**config.mk**
```make
export PLATFORM = sky130hd
export DESIGN_NAME = rv_instr_encoder_flat
export DESIGN_NICKNAME = d
export VERILOG_FILES = /design/src/rtl/rv_instr_encoder_if.sv /design/src/rtl/rv_instr_encoder.sv /design/src/flat_wrapper.sv
export SDC_FILE = /design/constraint.sdc
export NUM_CORES = 1
export LEC_CHECK = 0
export BUFFER_PORTS_ARGS = -buffer_cell sky130_fd_sc_hd__buf_2
export CORE_UTILIZATION = 52
export CTS_CLUSTER_DIAMETER = 30
export DETAILED_ROUTE_END_ITERATION = 12
export PLACE_DENSITY_LB_ADDON = 0.15
export REMOVE_ABC_BUFFERS = 1
export SLEW_MARGIN = 20
export SYNTH_ARGS = -nofsm -noshare
export SYNTH_HDL_FRONTEND = slang
export SYNTH_SLANG_ARGS = --single-unit
```
**constraint.sdc**
```tcl
create_clock -name clk -period 2.6 [get_ports clk]
set_input_delay 0.52 -clock clk [delete_from_list [all_inputs] [get_ports clk]]
set_output_delay 0.52 -clock clk [all_outputs]
set_load 0.02 [all_outputs]
```
**src/rtl/rv_instr_encoder_if.sv**
```systemverilog
// Micro-op in / instruction-out bundle for rv_instr_encoder.
// master drives micro-ops and consumes words; slave is the encoder.
interface rv_instr_encoder_if #(
  parameter int XLEN = 32
);
  logic            in_valid;
  logic            in_ready;
  logic [1:0]      op_class;
  logic [3:0]      alu_op;
  logic [4:0]      rd;
  logic [4:0]      rs1;
  logic [4:0]      rs2;
  logic [19:0]     imm;
  logic            pc_load;
  logic [XLEN-1:0] pc_load_val;
  logic            instr_valid;
  logic            instr_ready;
  logic [XLEN-1:0] Instr;
  logic [XLEN-1:0] PC;
  logic            err;

  modport master (
    output in_valid, op_class, alu_op,
    output rd, rs1, rs2, imm,
    output pc_load, pc_load_val,
    output instr_ready,
    input  in_ready, instr_valid,
    input  Instr, PC, err
  );

  modport slave (
    input  in_valid, op_class, alu_op,
    input  rd, rs1, rs2, imm,
    input  pc_load, pc_load_val,
    input  instr_ready,
    output in_ready, instr_valid,
    output Instr, PC, err
  );
endinterface

```
**src/rtl/rv_instr_encoder.sv**
```systemverilog
// RV32I micro-op encoder feeding a PC-tagged FIFO.
// Define RV_INSTR_ENC_ERR_EN to drop illegal micro-ops and pulse err.
module rv_instr_encoder #(
  parameter int              XLEN     = 32,
  parameter int              DEPTH    = 4,
  parameter logic [XLEN-1:0] RESET_PC = '0
) (
  input  logic              clk,
  input  logic              reset,
  rv_instr_encoder_if.slave bus
);

  localparam int AW = $clog2(DEPTH);
  localparam logic [AW:0] FULL_CNT = (AW+1)'(DEPTH);
  localparam logic [AW:0] CNT_ONE  = (AW+1)'(1);
  localparam logic [AW-1:0] PTR_ONE = AW'(1);
  localparam logic [XLEN-1:0] PC_STEP = XLEN'(4);
  localparam logic [XLEN-1:0] NOP = XLEN'(32'h0000_0013);

  localparam logic [6:0] OPC_OPIMM = 7'b0010011;
  localparam logic [6:0] OPC_OP    = 7'b0110011;
  localparam logic [6:0] OPC_LUI   = 7'b0110111;
  localparam logic [6:0] OPC_AUIPC = 7'b0010111;
  localparam logic [6:0] F7_ALT    = 7'b0100000;

  logic [2:0]  f3;
  logic [6:0]  f7;
  logic        is_shift;
  logic [31:0] enc;
  logic        drop;

  always_comb begin
    f3       = 3'b000;
    f7       = 7'b0000000;
    is_shift = 1'b0;
    case (bus.alu_op)
      4'b0000: f3 = 3'b000;
      4'b0001: begin
        f3 = 3'b000;
        f7 = F7_ALT;
      end
      4'b0010: begin
        f3       = 3'b001;
        is_shift = 1'b1;
      end
      4'b0011: f3 = 3'b010;
      4'b0100: f3 = 3'b011;
      4'b0101: f3 = 3'b100;
      4'b0110: begin
        f3       = 3'b101;
        f7       = F7_ALT;
        is_shift = 1'b1;
      end
      4'b0111: begin
        f3       = 3'b101;
        is_shift = 1'b1;
      end
      4'b1000: f3 = 3'b110;
      4'b1001: f3 = 3'b111;
      // Out-of-range codes pass their low bits straight through
      default: f3 = bus.alu_op[2:0];
    endcase
  end

  always_comb begin
    enc = 32'h0000_0013;
    unique case (1'b1)
      (bus.op_class == 2'b00): begin
        if (is_shift)
          enc = {f7, bus.imm[4:0], bus.rs1,
                 f3, bus.rd, OPC_OPIMM};
        else
          enc = {bus.imm[11:0], bus.rs1,
                 f3, bus.rd, OPC_OPIMM};
      end
      (bus.op_class == 2'b01):
        enc = {f7, bus.rs2, bus.rs1,
               f3, bus.rd, OPC_OP};
      (bus.op_class == 2'b10):
        enc = {bus.imm, bus.rd, OPC_LUI};
      (bus.op_class == 2'b11):
        enc = {bus.imm, bus.rd, OPC_AUIPC};
      default: enc = 32'h0000_0013;
    endcase
  end

  logic [XLEN-1:0] instr_mem_q [DEPTH];
  logic [XLEN-1:0] pc_mem_q    [DEPTH];

  logic [AW-1:0]   wr_ptr_q, wr_ptr_d;
  logic [AW-1:0]   rd_ptr_q, rd_ptr_d;
  logic [AW:0]     cnt_q, cnt_d;
  logic [XLEN-1:0] pc_q, pc_d;

  logic empty;
  logic full;
  logic accept;
  logic push;
  logic pop;

  assign empty  = (cnt_q == '0);
  assign full   = (cnt_q == FULL_CNT);
  assign accept = bus.in_valid && bus.in_ready;
  assign push   = accept && !drop;
  assign pop    = !empty && bus.instr_ready;

`ifdef RV_INSTR_ENC_ERR_EN
  logic illegal;
  logic err_q, err_d;

  assign illegal = !bus.op_class[1] &&
                   ((bus.alu_op > 4'd9) ||
                    (bus.op_class == 2'b00 &&
                     bus.alu_op == 4'b0001));
  assign drop  = illegal;
  assign err_d = accept && illegal;

  always_ff @(posedge clk or posedge reset) begin
    if (reset) err_q <= 1'b0;
    else       err_q <= err_d;
  end

  assign bus.err = err_q;
`else
  assign drop    = 1'b0;
  assign bus.err = 1'b0;
`endif

  always_comb begin
    wr_ptr_d = wr_ptr_q;
    rd_ptr_d = rd_ptr_q;
    cnt_d    = cnt_q;
    pc_d     = pc_q;
    // A load flushes everything, including a pop this cycle
    if (bus.pc_load) begin
      wr_ptr_d = '0;
      rd_ptr_d = '0;
      cnt_d    = '0;
      pc_d     = bus.pc_load_val;
    end else begin
      if (push) begin
        wr_ptr_d = wr_ptr_q + PTR_ONE;
        pc_d     = pc_q + PC_STEP;
      end
      if (pop)
        rd_ptr_d = rd_ptr_q + PTR_ONE;
      case ({push, pop})
        2'b10:   cnt_d = cnt_q + CNT_ONE;
        2'b01:   cnt_d = cnt_q - CNT_ONE;
        default: cnt_d = cnt_q;
      endcase
    end
  end

  always_ff @(posedge clk or posedge reset) begin
    if (reset) begin
      wr_ptr_q <= '0;
      rd_ptr_q <= '0;
      cnt_q    <= '0;
      pc_q     <= RESET_PC;
    end else begin
      wr_ptr_q <= wr_ptr_d;
      rd_ptr_q <= rd_ptr_d;
      cnt_q    <= cnt_d;
      pc_q     <= pc_d;
    end
  end

  always_ff @(posedge clk) begin
    if (push) begin
      instr_mem_q[wr_ptr_q] <= XLEN'(enc);
      pc_mem_q[wr_ptr_q]    <= pc_q;
    end
  end

  assign bus.in_ready    = !full && !bus.pc_load;
  assign bus.instr_valid = !empty;
  assign bus.Instr = empty ? NOP  : instr_mem_q[rd_ptr_q];
  assign bus.PC    = empty ? pc_q : pc_mem_q[rd_ptr_q];

endmodule

```
**src/flat_wrapper.sv**
```systemverilog
// flat-port wrapper written by rule: the top's interface ports become plain ports
module rv_instr_encoder_flat 
#(
  parameter int              XLEN     = 32,
  parameter int              DEPTH    = 4,
  parameter logic [XLEN-1:0] RESET_PC = '0
)
  (clk, reset, bus_in_valid, bus_op_class, bus_alu_op, bus_rd, bus_rs1, bus_rs2, bus_imm, bus_pc_load, bus_pc_load_val, bus_instr_ready, bus_in_ready, bus_instr_valid, bus_Instr, bus_PC, bus_err);
  rv_instr_encoder_if #(.XLEN(XLEN)) bus_i ();
  input  logic clk;
  input  logic reset;
  input wire logic [$bits(bus_i.in_valid)-1:0] bus_in_valid;
  input wire logic [$bits(bus_i.op_class)-1:0] bus_op_class;
  input wire logic [$bits(bus_i.alu_op)-1:0] bus_alu_op;
  input wire logic [$bits(bus_i.rd)-1:0] bus_rd;
  input wire logic [$bits(bus_i.rs1)-1:0] bus_rs1;
  input wire logic [$bits(bus_i.rs2)-1:0] bus_rs2;
  input wire logic [$bits(bus_i.imm)-1:0] bus_imm;
  input wire logic [$bits(bus_i.pc_load)-1:0] bus_pc_load;
  input wire logic [$bits(bus_i.pc_load_val)-1:0] bus_pc_load_val;
  input wire logic [$bits(bus_i.instr_ready)-1:0] bus_instr_ready;
  output wire logic [$bits(bus_i.in_ready)-1:0] bus_in_ready;
  output wire logic [$bits(bus_i.instr_valid)-1:0] bus_instr_valid;
  output wire logic [$bits(bus_i.Instr)-1:0] bus_Instr;
  output wire logic [$bits(bus_i.PC)-1:0] bus_PC;
  output wire logic [$bits(bus_i.err)-1:0] bus_err;
  assign bus_i.in_valid = bus_in_valid;
  assign bus_i.op_class = bus_op_class;
  assign bus_i.alu_op = bus_alu_op;
  assign bus_i.rd = bus_rd;
  assign bus_i.rs1 = bus_rs1;
  assign bus_i.rs2 = bus_rs2;
  assign bus_i.imm = bus_imm;
  assign bus_i.pc_load = bus_pc_load;
  assign bus_i.pc_load_val = bus_pc_load_val;
  assign bus_i.instr_ready = bus_instr_ready;
  assign bus_in_ready = bus_i.in_ready;
  assign bus_instr_valid = bus_i.instr_valid;
  assign bus_Instr = bus_i.Instr;
  assign bus_PC = bus_i.PC;
  assign bus_err = bus_i.err;
  rv_instr_encoder #(.XLEN(XLEN), .DEPTH(DEPTH), .RESET_PC(RESET_PC)) u_core (.clk(clk), .reset(reset), .bus(bus_i));
endmodule
```
# Word-level counts from Yosys, hierarchy flattened
# Memories as Yosys holds them, arrays and structs flattened.
# Index checks and enable logic that the tools add are counted.
[op_classes]
n_addsub = 5
eq_ne = 15
muxes = 17
reduce_logical = 16
[ops]
columns = ["cell", "count"]
rows = [
  ["2-to-1 mux 32 bit", 5],
  ["one-hot mux 32 bit (4 select lines)", 1],
  ["adder 32 x 3 -> 32 bit, second input constant", 1],
  ["one-hot mux 3 bit (8 select lines)", 1],
  ["equality test 4 x 3 -> 1 bit, second input constant", 4],
  ["equality test 4 x 2 -> 1 bit, second input constant", 2],
  ["equality test 4 bit, second input constant", 2],
  ["2-to-1 mux 2 bit", 4],
  ["equality test 2 bit, second input constant", 3],
  ["2-to-1 mux 6 bit", 1],
  ["one-hot mux 3 bit (2 select lines)", 1],
  ["OR reduction 2 bit", 3],
  ["adder 2 x 1 -> 2 bit, second input constant", 2],
  ["equality test 2 x 1 -> 1 bit, second input constant", 2],
  ["equality test 4 x 1 -> 1 bit, second input constant", 1],
  ["zero test 4 bit", 1],
  ["nonzero test 2 bit", 2],
  ["adder 3 x 1 -> 3 bit, second input constant", 1],
  ["equality test 3 bit, second input constant", 1],
  ["logical AND 1 bit", 3],
  ["zero test 1 bit", 3],
  ["zero test 3 bit", 1],
  ["2-to-1 mux 1 bit", 3],
  ["2-to-1 mux 3 bit", 1],
  ["other kinds (4)", 4],
]
[word_totals]
register_bits = 39
mem_bits_rw = 256
in_bits = 78
output_inout_bits = 67
memories = 2
[memory_table]
columns = ["memory", "words", "width", "read_ports", "rd_clocked_by_memory_dff", "write_ports", "line_no", "text"]
rows = [
  ["u_core.instr_mem_q", 4, 32, 1, 0, 1, "rv_instr_encoder.sv:87", "logic [XLEN-1:0] instr_mem_q [DEPTH];"],
  ["u_core.pc_mem_q", 4, 32, 1, 0, 1, "rv_instr_encoder.sv:88", "logic [XLEN-1:0] pc_mem_q [DEPTH];"],
]

# Depth between registers and ports, before layout
# Gate-level depths: netlist of the first run.
[depth]
depth_word = 7
mapped_depth = 6
ltp_nobuf = 5

# Worst setup path before layout of the first run
# No wires, ideal clock.
[synth_path]
kind = "input-to-reg"
start = "input port bus_in_valid"
end = "memory u_core.instr_mem_q[0][10], enable pin"
setup_time_ps = 423
t_arrival_ps = 2472
required_ps = 2177
setup_slack_ps = -295
path_stages = 3
path_buffers = 1
cell_sequence = "clkbuf_1 -> nor2b_1 -> and3_1"
[synth_between]
elab_chain_cells = 3
[synth_lines]
columns = ["item", "line_no", "text"]
rows = [
  ["from (decl)", "flat_wrapper.sv:12", "input wire logic [$bits(bus_i.in_valid)-1:0] bus_in_valid;"],
  ["logical AND 1 bit", "rv_instr_encoder.sv:103", "assign accept = bus.in_valid && bus.in_ready;"],
  ["2-to-1 mux 1 bit", "rv_instr_encoder.sv:170", "if (push) begin"],
  ["2-to-1 mux 1 bit (not written as such)", "rv_instr_encoder.sv:171", "instr_mem_q[wr_ptr_q] <= XLEN'(enc);"],
  ["to (decl)", "rv_instr_encoder.sv:87", ""],
]
# Every way passes these cells.

# Worst setup path after layout of the first run
[layout_path]
start = "register u_core.rd_ptr_q[0]"
end = "output port bus_PC[3]"
[layout_between]
elab_chain_cells = 2
[layout_lines]
columns = ["item", "line_no", "text"]
rows = [
  ["from (decl)", "rv_instr_encoder.sv:91", "logic [AW-1:0] rd_ptr_q, rd_ptr_d;"],
  ["from (signal assigned)", "rv_instr_encoder.sv:163", "rd_ptr_q <= rd_ptr_d;"],
  ["memory read (4 x 32 bit)", "n/a", ""],
  ["2-to-1 mux 32 bit", "rv_instr_encoder.sv:179", "assign bus.PC = empty ? pc_q : pc_mem_q[rd_ptr_q];"],
  ["to (decl)", "flat_wrapper.sv:25", "output wire logic [$bits(bus_i.PC)-1:0] bus_PC;"],
]
# Every way passes these cells.

==> results_dict.tcl, run 1 <==
set metrics [dict create \
    violations "setup timing" \
    multi_input_area_um2 3780 \
    viasPerCell 5.96 \
    clockBufferDepth 3 \
    min_period_ns 2.75 \
    cts_tree "built" \
    place.detailed.hpwl_um 17200 \
    grt_start_max_net_pins 50 \
    grt_usage_pct 25.4 \
    vias 7518 \
    clock-root-buffer "clkbuf_16" \
    grt_pass1_wl_um 45300 \
    pre_cts_ws_ns 0.262 \
    critical_path.max_stage_delay_ns 0.51 \
    ff_latch_area_um2 8070 \
    ys_seq_area_share_pct 67.6 \
    drt_first_pass_iters 6 \
    grt_pass1_vias 8022 \
    synth_area_um2 11900 \
    rr_worst_depth 4 \
    rr_endpoint "u_core.pc_q[28]" \
    gp_congestion 0.818 \
    irDropWorstVdd_mv 0.841 \
    antenna_found_initial 0 \
    hold_viol 0 \
    final_nets 1022 \
    outcome "finished with violations" \
    ys_seq_elements 275 \
    rr_startpoint "u_core.pc_q[18]" \
    drcViolationCount 0 \
    worstPathRequired_ns 2.08 \
    syn_to_final_growth_pct 33.6 \
    yosysWarningCount 0 \
    initial_core_util_pct 52.8 \
    worstSetupPathType "reg -> out" \
    cts_htree_levels 2 \
    setup_violations 40 \
    setup_tns_ns -3.49 \
    final_antenna_net_count 0 \
    drt_wl_total_um 29000 \
    clk_pin_slew_ns 0.05 \
    endpoint "bus_PC[3]" \
    finalMaxSlewViolations 0 \
    cp-startpoint "u_core.rd_ptr_q[0]" \
    layout.cells.non_filler 1262 \
    synth_async_sr_flop_share_pct 14.2 \
    synth_edf_count 236 \
    critPathMaxFanout 6 \
    drt_iter0_drc 528 \
    avgRoutedWirePerCell_um 23.0 \
    period_share_pct 106 \
    worst_hold_path_type "in -> async" \
    p_leak_nw 5.87 \
    die_area_um2 23500 \
    die_y_um 153 \
    fp.dieW_um 153 \
    worstSetupStartpointType "flop" \
    num_antenna_cells 0 \
    syn_inst 730 \
    hold_ws_ns 0.117 \
    overflow 0 \
    port_buffers 138 \
    io_pins 145 \
    ys_types 55 \
    rsz0062_at_grt "true" \
    slew_headroom_pct 48.2 \
    p_per_area_nw_per_um2 1190 \
    fmax_mhz 364 \
    core_area_um2 22600 \
    final.setup_skew_ns 0.0138 \
    ys.flop_type "edfxtp_1" \
    worst_slew_pin_slew_ns 0.771 \
    cts_buffers 51 \
    avgSynthCellArea_um2 16.3 \
    fin_ws_ns -0.147 \
    maxCapViolations 0 \
    cp_common_cell "buf_12" \
    layout-drive-gt1-share_pct 42.9 \
    ff2ff_setup_slack_ns 0.39 \
    final_util_pct 70.6 \
    fillers 1481 \
    worstPathCellList "buf_12 -> buf_12 -> mux4_2 -> mux2_4 -> buf_6" \
    cts.sinks 275 \
    crit_arrival_ns 2.23 \
    slowest_stage "mux4_2" \
    endpoint_kind "output pin" \
    dp_cells 1147 \
    clock_latency_ns 0.55 \
    num_rows 55 \
]
==> timing repair <==
action	CTS	global route
hold buffers	0	0
gates cloned	4	0
setup endpoints to repair	59	58
buffers inserted	16	0
pin swaps	17	7
resized for setup	181	14
==> flip-flops by register name, indices dropped and copies added, names as in the netlist <==
name / cells
u_core.pc_mem_q: 128
u_core.instr_mem_q: 108
u_core.pc_q: 32
u_core.cnt_q: 3
u_core.rd_ptr_q: 2
u_core.wr_ptr_q: 2
==> kinds of logic after synthesis <==
kind of cell / count (synthesis) / synth area share (%)
buffers and inverters: 68 / 2.41
AOI/OAI and AO/OA: 92 / 5.37
xor gates and xnor gates: 11 / 0.808
muxes: 91 / 14.1
other: 2 / 0.0630
adders and majority gates: 10 / 1.11
DFF: 275 / 67.6
and+or+nand+nor: 181 / 8.46
==> cells in the final DEF, fill, tap and decap left out, drive strengths merged, types with 28 or more instances in the layout <==
| cell type | count |
|---|---|
| dfrtp | 39 |
| nand2 | 36 |
| mux2 | 28 |
| o21ai | 28 |
| edfxtp | 236 |
| and2 | 29 |
| inv | 31 |
| mux4 | 59 |
| buf | 192 |
| clkbuf | 55 |
==> final cells by class <==
type | instances | share of cell area, %
Clock inverter | 41 | 3.64
Inverter | 22 | 0.518
Timing Repair Buffer | 193 | 11.1
Clock buffer | 55 | 8.11
Tap cell | 285 | 2.24
Sequential cell | 275 | 50.7
Multi-Input combinational cell | 391 | 23.7
==> worst min-delay path by stage <==
stage | slack, ns | endpoint
after global routing | 0.16 | u_core.pc_q[2]
after detailed placement | 0.53 | u_core.pc_mem_q[2][1]
after global placement | 0.52 | u_core.pc_mem_q[3][0]
after floorplan | 0.49 | u_core.pc_mem_q[0][0]
after CTS | 0.13 | u_core.pc_q[2]
final | 0.12 | u_core.pc_q[5]
==> critical path: cells and delay by family, from the launching register on <==
family,cells,cell delay (ns)
multiplexers,2,0.80
flip-flops,1,0.44
buffers and inverters,3,0.43
==> per-layer routing <==
layer	global-route usage (%)	vias up	wire length, µm	share of wire (%)
met5	0	-	0	0
met4	8.14	0	681	2.3
met3	4.51	57	1910	6.6
met2	42.2	305	14500	50
met1	34.3	3819	11900	41
li1	-	3337	-	-
==> power by group <==
part	total, W	internal, W	switching (W)
clock network	0.00707	0.00475	0.00232
logic	0.00654	0.00343	0.00311
registers	0.00541	0.00521	0.000194
total	0.0190	0.0134	0.00562
==> cells in the mapped netlist (all sizes together) (6+ instances only) <==
| master | instances | area [µm²] |
|---|---|---|
| nor3 | 8 | 40.0 |
| a22o | 15 | 131 |
| xnor2 | 8 | 70.1 |
| ha | 9 | 113 |
| and2 | 29 | 181 |
| nand2 | 36 | 135 |
| nor2b | 11 | 68.8 |
| or4 | 6 | 45.0 |
| clkbuf | 30 | 113 |
| mux2 | 28 | 315 |
| nor4 | 10 | 68.8 |
| o21ai | 28 | 140 |
| nand4 | 15 | 100 |
| buf | 16 | 92.6 |
| nand3 | 13 | 65.1 |
| o31ai | 8 | 60.1 |
| inv | 22 | 82.6 |
| mux4 | 59 | 1330 |
| edfxtp | 236 | 7090 |
| a31oi | 15 | 93.8 |
| dfrtp | 39 | 976 |
| nor2 | 26 | 97.6 |
| or3 | 7 | 43.8 |
==> through the flow <==
| step | instance area, µm² | total power, W |
|---|---|---|
| 2_1_floorplan | 11700 | 0.00847 |
| 5_1_grt | 15900 | 0.0197 |
| 4_1_cts | 15900 | 0.0190 |
| 6_report | 15900 | 0.0190 |
| 3_5_place_dp | 13200 | 0.0101 |
| 3_3_place_gp | 13200 | 0.0100 |
Note: power is estimated with default switching activity, not from simulation.
==> run 2, diff against run 1 <==
--- a/config.mk
+++ b/config.mk
@@ -11,6 +11,7 @@
 export DETAILED_ROUTE_END_ITERATION = 12
 export PLACE_DENSITY_LB_ADDON = 0.15
 export REMOVE_ABC_BUFFERS = 1
+export SETUP_SLACK_MARGIN = 0.2
 export SLEW_MARGIN = 20
 export SYNTH_ARGS = -nofsm -noshare
 export SYNTH_HDL_FRONTEND = slang
==> results_dict.tcl, run 2 (synthesis results as in run 1) <==
set metrics [dict create \
    worst_slew_pin_slew_ns 0.755 \
    irDropWorstVdd_mv 0.839 \
    slowest_stage "mux4_2" \
    vias 7578 \
    antenna_found_initial 0 \
    outcome "finished with violations" \
    clock-root-buffer "clkbuf_16" \
    reg.largest.list "u_core.pc_mem_q x128, u_core.instr_mem_q x108, u_core.pc_q x32" \
    fmax_mhz 365 \
    fillers 1475 \
    final_nets 1023 \
    final_cell_mix "edfxtp_1 (236), buf_2 (83), mux4_2 (59)" \
    critical_path.max_stage_delay_ns 0.51 \
    num_rows 55 \
    io_pins 145 \
    layout-drive-gt1-share_pct 42.9 \
    setup_violations 43 \
    clockBufferDepth 3 \
    die_area_um2 23500 \
    overflow 0 \
    p_total_w 0.0191 \
    multi_input_area_um2 3800 \
    ff2ff_setup_slack_ns 0.39 \
    cp-startpoint "u_core.rd_ptr_q[0]" \
    ff_latch_area_um2 8070 \
    worstPathRequired_ns 2.08 \
    num_antenna_cells 0 \
    avgRoutedWirePerCell_um 23.1 \
    mostFrequentLayoutCell "edfxtp_1" \
    slew_headroom_pct 49.2 \
    grt_start_max_net_pins 50 \
    grt_pass1_wl_um 45300 \
    period_share_pct 105 \
    worstPathCellList "buf_12 -> buf_12 -> mux4_2 -> mux2_4 -> buf_6" \
    top_register "u_core.pc_mem_q" \
    worstSetupStartpointType "flop" \
    syn_to_final_growth_pct 33.9 \
    core_area_um2 22600 \
    cts_buffers 51 \
    drt_iter0_drc 564 \
    endpoint_kind "output pin" \
    min_period_ns 2.74 \
    fin_area_um2 16000 \
    cts_tree "built" \
    worst_hold_path_type "in -> async" \
    grt_usage_pct 25.4 \
    final.setup_skew_ns 0.0126 \
    die_y_um 153 \
    clock_latency_ns 0.55 \
    rsz0062_at_grt "true" \
    cts_htree_levels 2 \
    port_buffers 138 \
    gp_congestion 0.818 \
    p_per_area_nw_per_um2 1190 \
    drt_first_pass_iters 5 \
    cts.sinks 275 \
    drcViolationCount 0 \
    critPathMaxFanout 6 \
    place.detailed.hpwl_um 17200 \
    finalMaxSlewViolations 0 \
    largest_register_ffs 128 \
    fin_ws_ns -0.140 \
    p_leak_nw 5.87 \
    grt_pass1_vias 8005 \
    initial_core_util_pct 52.8 \
    cp_common_cell "buf_12" \
    placed_area_um2 13200 \
    crit_arrival_ns 2.22 \
    final_antenna_net_count 0 \
    hold_viol 0 \
    maxCapViolations 0 \
    rr_startpoint "u_core.pc_q[18]" \
    viasPerCell 6.00 \
    clk_pin_slew_ns 0.05 \
    drt_wl_total_um 29100 \
    pre_cts_ws_ns 0.262 \
    violations "setup timing" \
    fp.dieW_um 153 \
    worstSetupPathType "reg -> out" \
]
[run 2: cell count changes in the layout (fill, tap and decap cells not counted)]
| cell | change |
|---|---|
| buf_16 | +2 |
| buf_2 | +1 |
| buf_4 | -1 |
| bufbuf_16 | -1 |
| nor3b_2 | -1 |
| nor3b_4 | +1 |
| o21ai_2 | -1 |
| o21ai_4 | +1 |
[run 2: final cells by class]
cell class                      count  area share [%]
Inverter                           22           0.517
Timing Repair Buffer              194            11.2
Clock buffer                       55            8.09
Clock inverter                     41            3.64
Sequential cell                   275            50.6
Multi-Input combinational cell    391            23.8
Tap cell                          285            2.23
[run 2: power by group]
group	internal, W	total, W	leakage [nW]	switching [W]
logic	0.00344	0.00658	2.37	0.00314
registers	0.00521	0.00541	2.61	0.000194
clock network	0.00475	0.00707	0.897	0.00232
[run 2: per-stage QoR]
step | cells | hold WS, ns | TNS (ns) | utilization [%]
2_1_floorplan | 688 | 0.489 | -86.63 | -
3_3_place_gp | 1147 | 0.515 | 0 | 58.6
3_5_place_dp | 1147 | 0.535 | 0 | 58.6
4_1_cts | 1263 | 0.126 | -4.64 | 70.6
5_1_grt | 1263 | 0.164 | -6.24 | 70.7
6_report | 1263 | 0.119 | -3.73 | 70.7
[run 2: layer usage]
metal | global-route usage [%] | vias up | wire length (µm)
met5 | 0 | - | 0
met4 | 8.00 | 0 | 644
met3 | 4.48 | 58 | 1850
met2 | 42.3 | 314 | 14600
met1 | 34.4 | 3862 | 12000
li1 | - | 3344 | -
[run 2: repair_timing]
item,CTS,global route
hold endpoints to repair,0,0
resized for setup,187,10
pin swaps,23,1
endpoints found under the setup margin,60,60
cloned,4,0
setup buffers,16,0
hold buffers,0,0
[run 2: worst max-delay path: cells and delay by family, from the launching register on]
kind,cells,cell delay (ns)
buf+inv,3,0.43
flops,1,0.44
mux,2,0.79
[run 2: final timing paths]
| check | endpoint | depth (start not counted) |
|---|---|---|
| max | bus_PC[3] | 5 |
| min | u_core.pc_q[5] | 3 |
| max reg2reg | u_core.pc_q[28] | 4 |
| min reg2reg | u_core.pc_mem_q[2][0] | 0 |
| max in group asynchronous | u_core.rd_ptr_q[0] | 3 |
| min in group clk | u_core.pc_q[4] | 3 |
==> run 3, diff against run 2 <==
--- a/config.mk
+++ b/config.mk
@@ -6,8 +6,10 @@
 export NUM_CORES = 1
 export LEC_CHECK = 0
 export BUFFER_PORTS_ARGS = -buffer_cell sky130_fd_sc_hd__buf_2
+export CORE_ASPECT_RATIO = 1.2
 export CORE_UTILIZATION = 52
 export CTS_CLUSTER_DIAMETER = 30
+export CTS_CLUSTER_SIZE = 28
 export DETAILED_ROUTE_END_ITERATION = 12
 export PLACE_DENSITY_LB_ADDON = 0.15
 export REMOVE_ABC_BUFFERS = 1
==> results_dict.tcl, run 3 (synthesis results as in run 1) <==
set metrics [dict create \
    mostFrequentLayoutCell "edfxtp_1" \
    rsz0062_at_grt "true" \
    worstPathCellList "buf_12 -> buf_16 -> mux4_2 -> mux2_2 -> buf_2" \
    clockBufferDepth 3 \
    worst_hold_path_type "in -> reg" \
    irDropWorstVdd_mv 0.782 \
    violations "setup timing" \
    swShare_pct 30.5 \
    grt_pass1_wl_um 43600 \
    die_area_um2 23500 \
    cts_buffers 43 \
    final_antenna_net_count 0 \
    drcViolationCount 0 \
    die_y_um 168 \
    ff2ff_setup_slack_ns 0.33 \
    layout-drive-gt1-share_pct 42.5 \
    final_nets 1019 \
    final.setup_skew_ns 0.0223 \
    endpoint_kind "output pin" \
    viasPerCell 6.12 \
    maxCapViolations 0 \
    fp.dieW_um 140 \
    gp_congestion 0.812 \
    pwr-share-comb_pct 38.1 \
    p_leak_nw 5.72 \
    drt_wl_total_um 28900 \
    num_antenna_cells 0 \
    setup_violations 53 \
    p_sw_w 0.00545 \
    grt_start_max_net_pins 47 \
    initial_core_util_pct 53.1 \
    largest_register_ffs 128 \
    place.detailed.hpwl_um 16900 \
    hold_depth 3 \
    rr_worst_depth 6 \
    hold_viol 0 \
    worst_slew_pin_slew_ns 0.643 \
    critical_path.max_stage_delay_ns 0.52 \
    drt_iter0_drc 606 \
    min_period_ns 2.71 \
    final_util_pct 69.6 \
    vias 7608 \
    core_area_um2 22400 \
    p_int_w 0.0124 \
    avgRoutedWirePerCell_um 23.2 \
    cts_tree "built" \
    critPathMaxFanout 5 \
    syn_to_final_growth_pct 31.1 \
    worstPathRequired_ns 2.08 \
    cts_htree_levels 2 \
    worstSetupPathType "reg -> out" \
    slew_headroom_pct 56.8 \
    port_buffers 138 \
    final_cell_mix "edfxtp_1 (236), buf_2 (80), buf_6 (62)" \
    fmax_mhz 369 \
    min_from "bus_pc_load_val[3]" \
    fin_ws_ns -0.111 \
    reg.largest.list "u_core.pc_mem_q x128, u_core.instr_mem_q x108, u_core.pc_q x32" \
    slowest_stage "dfrtp_4" \
    period_share_pct 104 \
    drt_first_pass_iters 5 \
    seqPwrFrac_pct 30.3 \
    clk_pin_slew_ns 0.05 \
    setup_tns_ns -3.87 \
    p_clk_share_pct 31.6 \
    outcome "finished with violations" \
    clock_latency_ns 0.52 \
    pre_cts_ws_ns 0.319 \
    rr_startpoint "u_core.cnt_q[1]" \
    worstSetupStartpointType "flop" \
    grt_usage_pct 24.7 \
    finalMaxSlewViolations 0 \
    num_rows 60 \
    grt_pass1_vias 7824 \
    antenna_found_initial 0 \
    hold_end "u_core.pc_q[3]" \
    overflow 0 \
    cts.sinks 275 \
    top_register "u_core.pc_mem_q" \
    io_pins 145 \
    clock-root-buffer "clkbuf_16" \
    rr_endpoint "u_core.cnt_q[2]" \
    fillers 1440 \
    p_per_area_nw_per_um2 1140 \
    crit_arrival_ns 2.19 \
]
run 3: worst max-delay path by stage:
| stage | startpoint | endpoint | slack [ns] | cells past startpoint |
|---|---|---|---|---|
| 3_5_place_dp | u_core.cnt_q[1] | bus_PC[19] | 0.32 | 4 |
| 4_1_cts | u_core.rd_ptr_q[0] | bus_Instr[26] | -0.13 | 6 |
| 2_1_floorplan | u_core.rd_ptr_q[0] | bus_PC[13] | -1.31 | 3 |
| 3_3_place_gp | u_core.rd_ptr_q[0] | bus_PC[14] | 0.35 | 4 |
| 5_1_grt | u_core.rd_ptr_q[0] | bus_PC[16] | -0.17 | 5 |
| 6_report | u_core.rd_ptr_q[0] | bus_PC[16] | -0.11 | 5 |
run 3: layer usage:
layer / GRT usage, % / up-vias / wire [µm]
met5: 0 / - / 0
met3: 5.15 / 68 / 2010
met2: 41.4 / 328 / 14500
met4: 10.3 / 0 / 806
li1: - / 3322 / -
met1: 31.3 / 3890 / 11600
run 3: repair_timing:
| action | CTS | global route |
|---|---|---|
| endpoints found under the setup margin | 60 | 61 |
| resized for setup | 158 | 47 |
| hold buffers | 1 | 0 |
| cloned | 5 | 3 |
| hold endpoints to repair | 8 | 0 |
| setup buffers | 9 | 9 |
| pin swaps | 9 | 24 |
run 3: power groups by stage:
stage / logic [W] / clock network, W / registers (W)
global placement: 0.00443 / 0 / 0.00546
global route: 0.00715 / 0.00592 / 0.00545
detailed placement: 0.00449 / 0 / 0.00550
finish: 0.00681 / 0.00566 / 0.00542
CTS: 0.00627 / 0.00574 / 0.00543
floorplan: 0.00280 / 0 / 0.00567
run 3: stage by stage:
step / hold WS [ns] / instances / instance area [µm²] / power, W
floorplan: 0.489 / 688 / 11700 / 0.00847
finish: 0.218 / 1244 / 15600 / 0.0179
detailed placement: 0.539 / 1138 / 13100 / 0.00999
global route: 0.223 / 1244 / 15600 / 0.0185
global placement: 0.512 / 1138 / 13100 / 0.00989
CTS: 0.206 / 1232 / 15400 / 0.0174
run 3: critical path, delay by kind of cell (launching register included):
| family | cells | cell delay [ns] |
|---|---|---|
| muxes | 2 | 0.70 |
| DFF | 1 | 0.52 |
| buffers and inverters | 3 | 0.46 |
run 3: cell type report:
cell class	count	area (µm²)	area share (%)
sequential	275	8070	51.6
multi-input combinational	391	3770	24.1
timing repair buffer	198	1890	12.1
clock buffer	49	1160	7.43
tap	279	349	2.23
clock inverter	30	300	1.92
inverter	22	82.6	0.528
